**config.mk**
```make
export PLATFORM = sky130hd
export DESIGN_NAME = riscv_bp_ctrl
export DESIGN_NICKNAME = d
export VERILOG_FILES = /design/src/rtl/riscv_bp_ctrl.sv
export SDC_FILE = /design/constraint.sdc
export NUM_CORES = 1
export LEC_CHECK = 0
export CORE_MARGIN = 4
export CORE_UTILIZATION = 44
export DETAILED_ROUTE_END_ITERATION = 6
export GPL_TIMING_DRIVEN = 0
export HOLD_SLACK_MARGIN = 0.05
export PLACE_DENSITY = 0.79
export SETUP_SLACK_MARGIN = 0.05
export SYNTH_ARGS = -nofsm -noshare
export SYNTH_HDL_FRONTEND = slang
export SYNTH_SLANG_ARGS = --single-unit
export TNS_END_PERCENT = 50
```
**constraint.sdc**
```tcl
create_clock -name clk -period 1.8 [get_ports clk]
set_input_delay 0.18 -clock clk [delete_from_list [all_inputs] [get_ports clk]]
set_output_delay 0.18 -clock clk [all_outputs]
set_load 0.1 [all_outputs]
```
**src/rtl/riscv_bp_ctrl.sv**
```systemverilog
// Write-port controller for the correlating branch-prediction table: sweep
// initialisation/flush, 2-bit counter update, global history and drop counting.
module riscv_bp_ctrl #(
    parameter int          XLEN              = 32,
    parameter int          BP_GLOBAL_BITS    = 2,
    parameter int          BP_LOCAL_BITS     = 10,
    parameter int          BP_LOCAL_BITS_LSB = 2,
    parameter logic [1:0]  INIT_PREDICT      = 2'b01,
    parameter int          DROP_CNT_BITS     = 8
) (
    input  logic                                    clk,
    input  logic                                    rst,
    input  logic                                    flush_req,
    input  logic                                    bu_update,
    input  logic [XLEN-1:0]                         bu_pc,
    input  logic [BP_GLOBAL_BITS-1:0]               bu_history,
    input  logic [1:0]                              bu_predict,
    input  logic                                    bu_btaken,
    output logic [BP_GLOBAL_BITS-1:0]               ghr,
    output logic                                    bp_we,
    output logic [BP_GLOBAL_BITS+BP_LOCAL_BITS-1:0] bp_waddr,
    output logic [1:0]                              bp_wdata,
    output logic                                    bp_valid,
    output logic                                    busy,
    output logic [DROP_CNT_BITS-1:0]                drop_cnt
);

    localparam int ADR_BITS = BP_GLOBAL_BITS + BP_LOCAL_BITS;

    typedef enum logic [0:0] {
        SWEEP = 1'b0,
        READY = 1'b1
    } state_t;

    state_t                     state_r;
    state_t                     state_s;
    logic [ADR_BITS-1:0]        sweep_adr_r;
    logic [ADR_BITS-1:0]        sweep_adr_s;
    logic [BP_GLOBAL_BITS-1:0]  ghr_s;
    logic                       bp_we_s;
    logic [ADR_BITS-1:0]        bp_waddr_s;
    logic [1:0]                 bp_wdata_s;
    logic                       bp_valid_s;
    logic                       busy_s;
    logic [DROP_CNT_BITS-1:0]   drop_cnt_s;
    logic                       drop_s;
    logic                       unused_pc_s;

    // Only a slice of the PC addresses the table.
    assign unused_pc_s = ^bu_pc;

    // Counter order 00 <-> 01 <-> 11 <-> 10, saturating at both ends.
    function automatic logic [1:0] next_counter(input logic [1:0] pred, input logic taken);
        logic [1:0] nxt;
        nxt[0] = pred[1] ^ taken;
        nxt[1] = (pred[1] & ~pred[0]) | (taken & pred[0]);
        return nxt;
    endfunction

    // Next-state, write-port and history decisions.
    always_comb begin
        state_s     = state_r;
        sweep_adr_s = sweep_adr_r;
        ghr_s       = ghr;
        bp_we_s     = 1'b0;
        bp_waddr_s  = bp_waddr;
        bp_wdata_s  = bp_wdata;
        bp_valid_s  = bp_valid;
        busy_s      = busy;
        drop_s      = bu_update & (flush_req | (state_r == SWEEP));

        case (state_r)
            SWEEP: begin
                if (flush_req) begin
                    sweep_adr_s = {ADR_BITS{1'b0}};
                    ghr_s       = {BP_GLOBAL_BITS{1'b0}};
                end else begin
                    bp_we_s     = 1'b1;
                    bp_waddr_s  = sweep_adr_r;
                    bp_wdata_s  = INIT_PREDICT;
                    sweep_adr_s = sweep_adr_r + ADR_BITS'(1);
                    if (sweep_adr_r == {ADR_BITS{1'b1}}) begin
                        state_s    = READY;
                        bp_valid_s = 1'b1;
                        busy_s     = 1'b0;
                    end else begin
                        state_s    = SWEEP;
                    end
                end
            end
            READY: begin
                if (flush_req) begin
                    state_s     = SWEEP;
                    sweep_adr_s = {ADR_BITS{1'b0}};
                    ghr_s       = {BP_GLOBAL_BITS{1'b0}};
                    bp_valid_s  = 1'b0;
                    busy_s      = 1'b1;
                end else if (bu_update) begin
                    bp_we_s    = 1'b1;
                    bp_waddr_s = {bu_history, bu_pc[BP_LOCAL_BITS_LSB +: BP_LOCAL_BITS]};
                    bp_wdata_s = next_counter(bu_predict, bu_btaken);
                    // Truncating the concatenation keeps the newest BP_GLOBAL_BITS outcomes.
                    ghr_s      = BP_GLOBAL_BITS'({ghr, bu_btaken});
                end else begin
                    bp_we_s    = 1'b0;
                end
            end
            default: begin
                state_s     = SWEEP;
                sweep_adr_s = {ADR_BITS{1'b0}};
                bp_valid_s  = 1'b0;
                busy_s      = 1'b1;
            end
        endcase

        if (drop_s && (drop_cnt != {DROP_CNT_BITS{1'b1}})) begin
            drop_cnt_s = drop_cnt + DROP_CNT_BITS'(1);
        end else begin
            drop_cnt_s = drop_cnt;
        end
    end

    // State and registered outputs.
    always_ff @(posedge clk or posedge rst) begin
        if (rst) begin
            state_r     <= SWEEP;
            sweep_adr_r <= {ADR_BITS{1'b0}};
            ghr         <= {BP_GLOBAL_BITS{1'b0}};
            bp_we       <= 1'b0;
            bp_waddr    <= {ADR_BITS{1'b0}};
            bp_wdata    <= 2'b00;
            bp_valid    <= 1'b0;
            busy        <= 1'b1;
            drop_cnt    <= {DROP_CNT_BITS{1'b0}};
        end else begin
            state_r     <= state_s;
            sweep_adr_r <= sweep_adr_s;
            ghr         <= ghr_s;
            bp_we       <= bp_we_s;
            bp_waddr    <= bp_waddr_s;
            bp_wdata    <= bp_wdata_s;
            bp_valid    <= bp_valid_s;
            busy        <= busy_s;
            drop_cnt    <= drop_cnt_s;
        end
    end

endmodule

```
---- Word level (Yosys, flattened, before mapping) ----
Cells that the tools add are included.
storage, ports and cells
  input bits .............................. 41
  latch bits .............................. 0
  memory bits (writable) .................. 0
  register bits after elaboration ......... 40
  logic and storage cells ................. 62
  memory bits (read-only) ................. 0
  memories kept ........................... 0
operators by class
  muxes and demuxes ....................... 30
  multiply operators ...................... 0
  shifts and indexed selects .............. 0
  div/mod/pow operators ................... 0
  reduce and logical (&&, ||, !) cells .... 4
  magnitude comparators ................... 0
  $add $sub $neg .......................... 2
  equality and inequality tests ........... 9
  bitwise gates (word level) .............. 8
operators by type and width
  cell                   number
  $mux 12                5
  $pmux 12 s2            2
  $add 12x1->12 const B  1
  $eq 12x12->1 const B   1
  $mux 2                 6
  $mux 1                 11
  $ne 2x2->1 const B     5
  $add 8x1->8 const B    1
  $ne 8x8->1 const B     1
  $pmux 1 s2             4
  $pmux 2 s2             2
  $reduce_and 3->1       2
  $and 1x1->1            3
  $ne 3x3->1 const B     1
  $ne 2x1->1 const B     1
  $not 1->1              2
  $or 1x1->1             2
  $reduce_and 2->1       1
  $logic_and 1x1->1      1
  $xor 1x1->1            1

---- Depth between registers and ports, before layout ----
Gate-level depths: netlist of run 1.
  depth in word-level cells ............... 6
  depth in mapped cells ................... 5
  mapped depth without buffers ............ 5

---- Worst setup path after synthesis of run 1 ----
OpenSTA, ideal clock, no wires.
  path kind ............................... flip-flop to flip-flop
  start ................................... register drop_cnt[2]
  end ..................................... register drop_cnt[1]
  period minus slack after synthesis ...... 2.100 ns
  stages on the path, launching flop included .. 5
  path buffers ............................ 0
  data arrival time ....................... 1.974 ns
  data required time ...................... 1.674 ns
  slack ................................... -0.300 ns
  cell sequence ........................... dfrtp_1 and4_1 nand4_1 nand2_1 mux2_2
between the ends
  longest elaborated chain between the ends .. 2
RTL lines
  what                    RTL line  text
  from (decl)             25        output logic [DROP_CNT_BITS-1:0] drop_cnt
  from (signal assigned)  134       drop_cnt <= {DROP_CNT_BITS{1'b0}};
  from (signal assigned)  144       drop_cnt <= drop_cnt_s;
  $ne 8x8->1              116       if (drop_s && (drop_cnt != {DROP_CNT_BITS{1'b1}})) begin
  $logic_and 1x1->1       116
Every way passes these cells.
A chain may end at the register's enable or synchronous reset.

---- Final worst setup path of run 1 ----
  start ................................... register drop_cnt[5]
  end ..................................... output port drop_cnt[5]
No word-level cell between the ends.

==> flow_summary.yaml, run 1 <==
run_status:
  outcome: "complete, no violations"
timing:
  whs_ns: 0.369
  worst_pin_slew_ns: 0.964
  max-slew-margin-rel_pct: 36.0
  max_freq_mhz: 578
  rsz0062_at_grt: "yes"
  hold_viol: 0
  finalCritPeriodShare_pct: 96.2
  period_needed_ns: 1.73
  drv_slew: 0
  setup_slack_ns: 0.0688
  finalSetupViolCount: 0
  fin_skew_ns: 0.0103
yosys:
  synth_cell_types: 36
  synth.cell_area_um2: 1900
  synth_top_area_share_pct: 51.4
  syn-instance-count: 184
  yosysWarningCount: 0
  ys_seq_area_share_pct: 52.8
  synth-async-reset-ratio_pct: 100
  synth_fp_nets: 227
  synth_edf_count: 0
  synth.largest_area_cell: "dfrtp_1"
  ys_ff_latch: 40
  postSynthAreaPerCell_um2: 10.3
  synthTopCellsByArea: "dfrtp_1 (51%), mux2i_1 (6.9%), a21oi_1 (5.3%)"
  synth_flop_cell: "dfrtp_1"
global_route:
  grt_pass1_wl_um: 7010
  grt_overflow_total: 0
  grt_pass1_vias: 1532
  grt_usage_pct: 16.8
  grt_max_degree: 41
  antenna_found_initial: 0
setup_path:
  arrival_ns: 1.55
  end_kind: "output port"
  path_depth: 1
  cp_max_fo: 5
  r2r_cells: 5
  slowest_stage: "dlygate4sd2_1"
  cp-start-kind: "register"
  path_buf_inv: 1
  required_ns: 1.62
  path_delay_family: "buffers and inverters"
  max_stage_delay_ns: 0.86
  worstSetupPathType: "register to output port"
  crit_chain: "dlygate4sd2_1"
pwr:
  clockPowerShare_pct: 25.8
  comb_power_share_pct: 37.4
  seqPwrFrac_pct: 36.7
  p_sw_share_pct: 43.6
  ir_worst_vdd_mv: 1.08
  pwr_density_cell_nw_per_um2: 1230
  p_leak_nw: 1.10
  intPower_w: 0.00175
  p_sw_w: 0.00135
place:
  port_buffers: 45
  routabilityCongestion: 0.845
  dpl_worst_slack_ns: -0.0488
  place_hpwl_um: 2970
route:
  ant_nets: 0
  drt-total-wl_um: 4040
  drc: 0
  vias: 1519
  dr.pass1.iters: 4
  routed_via_density: 5.29
  drtIter0Drc: 91
  wl_per_cell_um: 14.1
clock_tree:
  clk_pin_slew_worst_paths_ns: 0.07
  clock_tree.root_cell: "clkbuf_8"
  post-cts-setup-buffers: 0
  cts_tree: "done"
  cts_buffer_depth: 2
  clock_latency_ns: 0.30
  hold_buffers: 0
  htreeDepth: 2
  clock-sinks: 40
  post_cts_resize_count: 36
  cts_made_buffers: 5
flow_run:
  maxCapViolCount: 0
die:
  initial_utilization_pct: 46.5
  core_area_um2: 4090
  die_w_um: 73.7
  die_area_um2: 5430
  dieHeight_um: 73.7
  io_pins: 68
  std_cell_rows: 23
worst_hold_path:
  hp-class: "primary input to async pin"
layout:
  drive_gt1_share_pct: 16.0
  nets: 279
  antenna_cells: 0
  area_growth_pct: 32.6
power by group through the flow:
stage	logic [W]	registers (W)	clock network, W
after floorplan	0.000210	0.00186	0
after global placement	0.00122	0.00116	0
after detailed placement	0.00124	0.00116	0
after CTS	0.00118	0.00114	0.000815
after global routing	0.00122	0.00117	0.000855
final	0.00116	0.00114	0.000802
synth_stat cells, drive strengths merged (2+ instances only):
master	count
a21oi	21
nand4	6
o21ai	4
dfrtp	39
a31oi	4
nor3	3
buf	4
mux2i	13
nor2	26
ha	2
inv	4
and3	2
clkbuf	3
mux2	3
xor2	7
xnor2	6
nand3	6
or3	3
nand2	16
stage by stage:
| stage | TNS (ns) | cells | area (um^2) | power [W] | util, % |
|---|---|---|---|---|---|
| floorplan | 0 | 184 | 1910 | 0.00207 | - |
| global placement | -6.85 | 279 | 2420 | 0.00238 | 59.3 |
| detailed placement | -0.490 | 279 | 2420 | 0.00239 | 59.3 |
| CTS | 0 | 287 | 2530 | 0.00313 | 61.8 |
| global route | 0 | 287 | 2520 | 0.00324 | 61.6 |
| finish | 0 | 287 | 2520 | 0.00310 | 61.6 |
layout by cell type (no fill, tap or decap), drive strengths merged, types with 5 or more instances in the layout:
cell type      Yosys  final
clkdlybuf4s50      0     18
nand3              6      6
nand2             16     16
clkdlybuf4s15      0      5
xnor2              6      6
dfrtp             39     39
mux2i             13     13
nor2              26     26
clkbuf             3     12
a21oi             21     21
nand4              6      6
xor2               7      7
dlygate4sd2        0     20
state kept, by name, summed over array words and instances (netlist names):
signal,flops
bp_valid,1
bp_waddr,12
bp_wdata,2
bp_we,1
busy,1
drop_cnt,8
ghr,2
state_r,1
sweep_adr_r,12
final timing paths:
path / endpoint / slack (ns) / start
min in group clk: bp_valid / 0.49 / bp_valid
hold reg to reg: bp_valid / 0.49 / bp_valid
hold / removal: bp_waddr[2] / 0.37 / rst
max in group asynchronous: drop_cnt[5] / 0.87 / rst
setup / recovery: drop_cnt[5] / 0.07 / drop_cnt[5]
setup reg to reg: busy / 0.22 / sweep_adr_r[0]
worst register-to-register path: stages, from the launching register on:
cell,delay [ns]
dfrtp_1,0.46
ha_1,0.22
and3b_2,0.23
nand2_2,0.06
nor4b_1,0.41
nor2_1,0.11
final cells by class:
cell class                 instances  area [um^2]
timing repair buffer              45          420
clock inverter                     1         30.0
sequential                        40         1010
fill                             357         1570
tap                               50         62.6
multi-input combinational        133          845
buffer                             7         37.5
inverter                           4         15.0
clock buffer                       7         96.3
metal layers:
layer | share of wire [%] | vias up | GRT usage (%)
met5 | 0 | - | 0
met2 | 47 | 43 | 26.2
met1 | 45 | 719 | 22.5
li1 | - | 751 | -
met4 | 1.5 | 0 | 6.04
met3 | 5.9 | 6 | 4.51
kinds of logic (layout without fill, tap and decap cells):
kind of cell,Yosys count,count (layout),share of synthesized area [%]
AND/OR/NAND/NOR,69,69,18.5
flip-flops,40,40,52.8
AO/OA/AOI/OAI,33,33,10.0
multiplexers,16,16,8.63
XOR/XNOR,13,13,5.99
buffers and inverters,11,64,2.77
adder cells (fa/ha/maj),2,2,1.32
Note: power is estimated with default switching activity, not from simulation.
==> run 2: changes to the inputs <==
CAP_MARGIN = 20   (was default)
SLEW_MARGIN = 30   (was default)
==> flow_summary.yaml, run 2 (synthesis gave the netlist of run 1 again) <==
run_status:
  outcome: "complete, no violations"
timing:
  rsz0062_at_grt: "yes"
  finalSetupViolCount: 0
  max_freq_mhz: 585
  finalCritPeriodShare_pct: 94.9
  period_needed_ns: 1.71
  setup_slack_ns: 0.0914
  hold_viol: 0
  max-slew-margin-rel_pct: 35.7
  worst_pin_slew_ns: 0.968
  drv_slew: 0
  fin_skew_ns: 0.0109
route:
  routed_via_density: 5.21
  dr.pass1.iters: 4
  vias: 1500
  ant_nets: 0
  drt-total-wl_um: 4090
  drtIter0Drc: 53
  wl_per_cell_um: 14.2
  drc: 0
clock_tree:
  hold_buffers: 0
  clock-sinks: 40
  htreeDepth: 2
  cts_tree: "done"
  post-cts-setup-buffers: 0
  clock_latency_ns: 0.29
  clk_pin_slew_worst_paths_ns: 0.08
  cts_made_buffers: 5
  cts_buffer_depth: 2
  clock_tree.root_cell: "clkbuf_8"
setup_path:
  slowest_stage: "clkdlybuf4s15_1"
  cp-start-kind: "register"
  r2r-start: "sweep_adr_r[0]"
  arrival_ns: 1.53
  required_ns: 1.62
  cp_max_fo: 5
  worstSetupPathType: "register to output port"
  critPathCapture: "drop_cnt[3]"
  end_kind: "output port"
  max_stage_delay_ns: 0.83
  path_delay_family: "buffers and inverters"
  rr_endpoint: "busy"
  path_depth: 1
  r2r_slack_ns: 0.21
  path_buf_inv: 1
  critPathLaunch: "drop_cnt[3]"
  crit_chain: "clkdlybuf4s15_1"
  r2r_cells: 5
place:
  port_buffers: 45
  routabilityCongestion: 0.845
  dpl_worst_slack_ns: -0.0510
  placed_cells: 280
  place_hpwl_um: 3050
  placed_area_um2: 2440
die:
  die_area_um2: 5430
  die_w_um: 73.7
  std_cell_rows: 23
  io_pins: 68
  core_area_um2: 4090
  dieHeight_um: 73.7
  initial_utilization_pct: 46.5
global_route:
  grt_pass1_wl_um: 7090
  grt_max_degree: 31
  grt_pass1_vias: 1526
  grt_usage_pct: 16.8
  grt_overflow_total: 0
  antenna_found_initial: 0
layout:
  final_area_um2: 2540
  drive_gt1_share_pct: 16.0
  nets: 280
  biggestRegsByFlops: "bp_waddr x12, sweep_adr_r x12, drop_cnt x8"
  area_growth_pct: 34.0
  antenna_cells: 0
  final_common_cell: "dfrtp_1"
  final_core_util_pct: 62.3
  fillerInstances: 344
  finalNonFillerCells: 288
  final_cell_mix: "dfrtp_1 (31), nor2_1 (26), a21oi_1 (20)"
pwr:
  ir_worst_vdd_mv: 1.50
  pwr_density_cell_nw_per_um2: 1220
  p_leak_nw: 1.10
flow_run:
  maxCapViolCount: 0
worst_hold_path:
  hp-class: "primary input to async pin"
[run 2: changes by cell type in the layout (fill, tap and decap cells not counted), sizes merged]
cell,delta
buf,+1
clkbuf,-1
clkdlybuf4s15,+2
dlygate4sd2,-1
[run 2: final cells by class]
| class | instances | area, um^2 | area share (%) |
|---|---|---|---|
| well taps | 50 | 62.6 | 2.46 |
| flip-flops and latches | 40 | 1010 | 39.8 |
| clock inverters | 1 | 30.0 | 1.18 |
| inverters | 4 | 15.0 | 0.590 |
| plain buffers | 7 | 37.5 | 1.47 |
| multi-input cells | 133 | 845 | 33.2 |
| repair buffers | 46 | 447 | 17.6 |
| clock buffers | 7 | 96.3 | 3.79 |
[run 2: power by group]
| group | switching (W) | leakage [nW] | internal, W |
|---|---|---|---|
| registers | 0.000122 | 0.504 | 0.00102 |
| clock network | 0.000301 | 0.0645 | 0.000489 |
| logic | 0.000922 | 0.534 | 0.000255 |
[run 2: layer usage]
| layer | GRT usage, % | share of wire (%) |
|---|---|---|
| met5 | 0 | 0 |
| met4 | 4.83 | 0.68 |
| met3 | 4.92 | 6.1 |
| met2 | 25.9 | 48 |
| met1 | 22.9 | 45 |
[run 2: timing repair]
item                                    4_1_cts  5_1_grt
pin swaps                                     0        0
resized for setup                            36        4
endpoints found under the setup margin       27        5
[run 2: metrics by stage]
stage	power, W	TNS (ns)	hold WS, ns
2_1_floorplan	0.00207	0	0.324
3_3_place_gp	0.00238	-6.85	0.484
3_5_place_dp	0.00240	-0.435	0.469
4_1_cts	0.00314	0	0.147
5_1_grt	0.00325	0	0.170
6_report	0.00311	0	0.138
[run 2: worst min path at each step]
stage | start | endpoint | slack (ns)
floorplan | flush_req | bp_waddr[10] | 0.32
global placement | bp_valid | bp_valid | 0.48
detailed placement | rst | bp_waddr[1] | 0.47
CTS | rst | bp_waddr[0] | 0.15
global route | rst | bp_waddr[0] | 0.17
finish | rst | bp_waddr[0] | 0.14
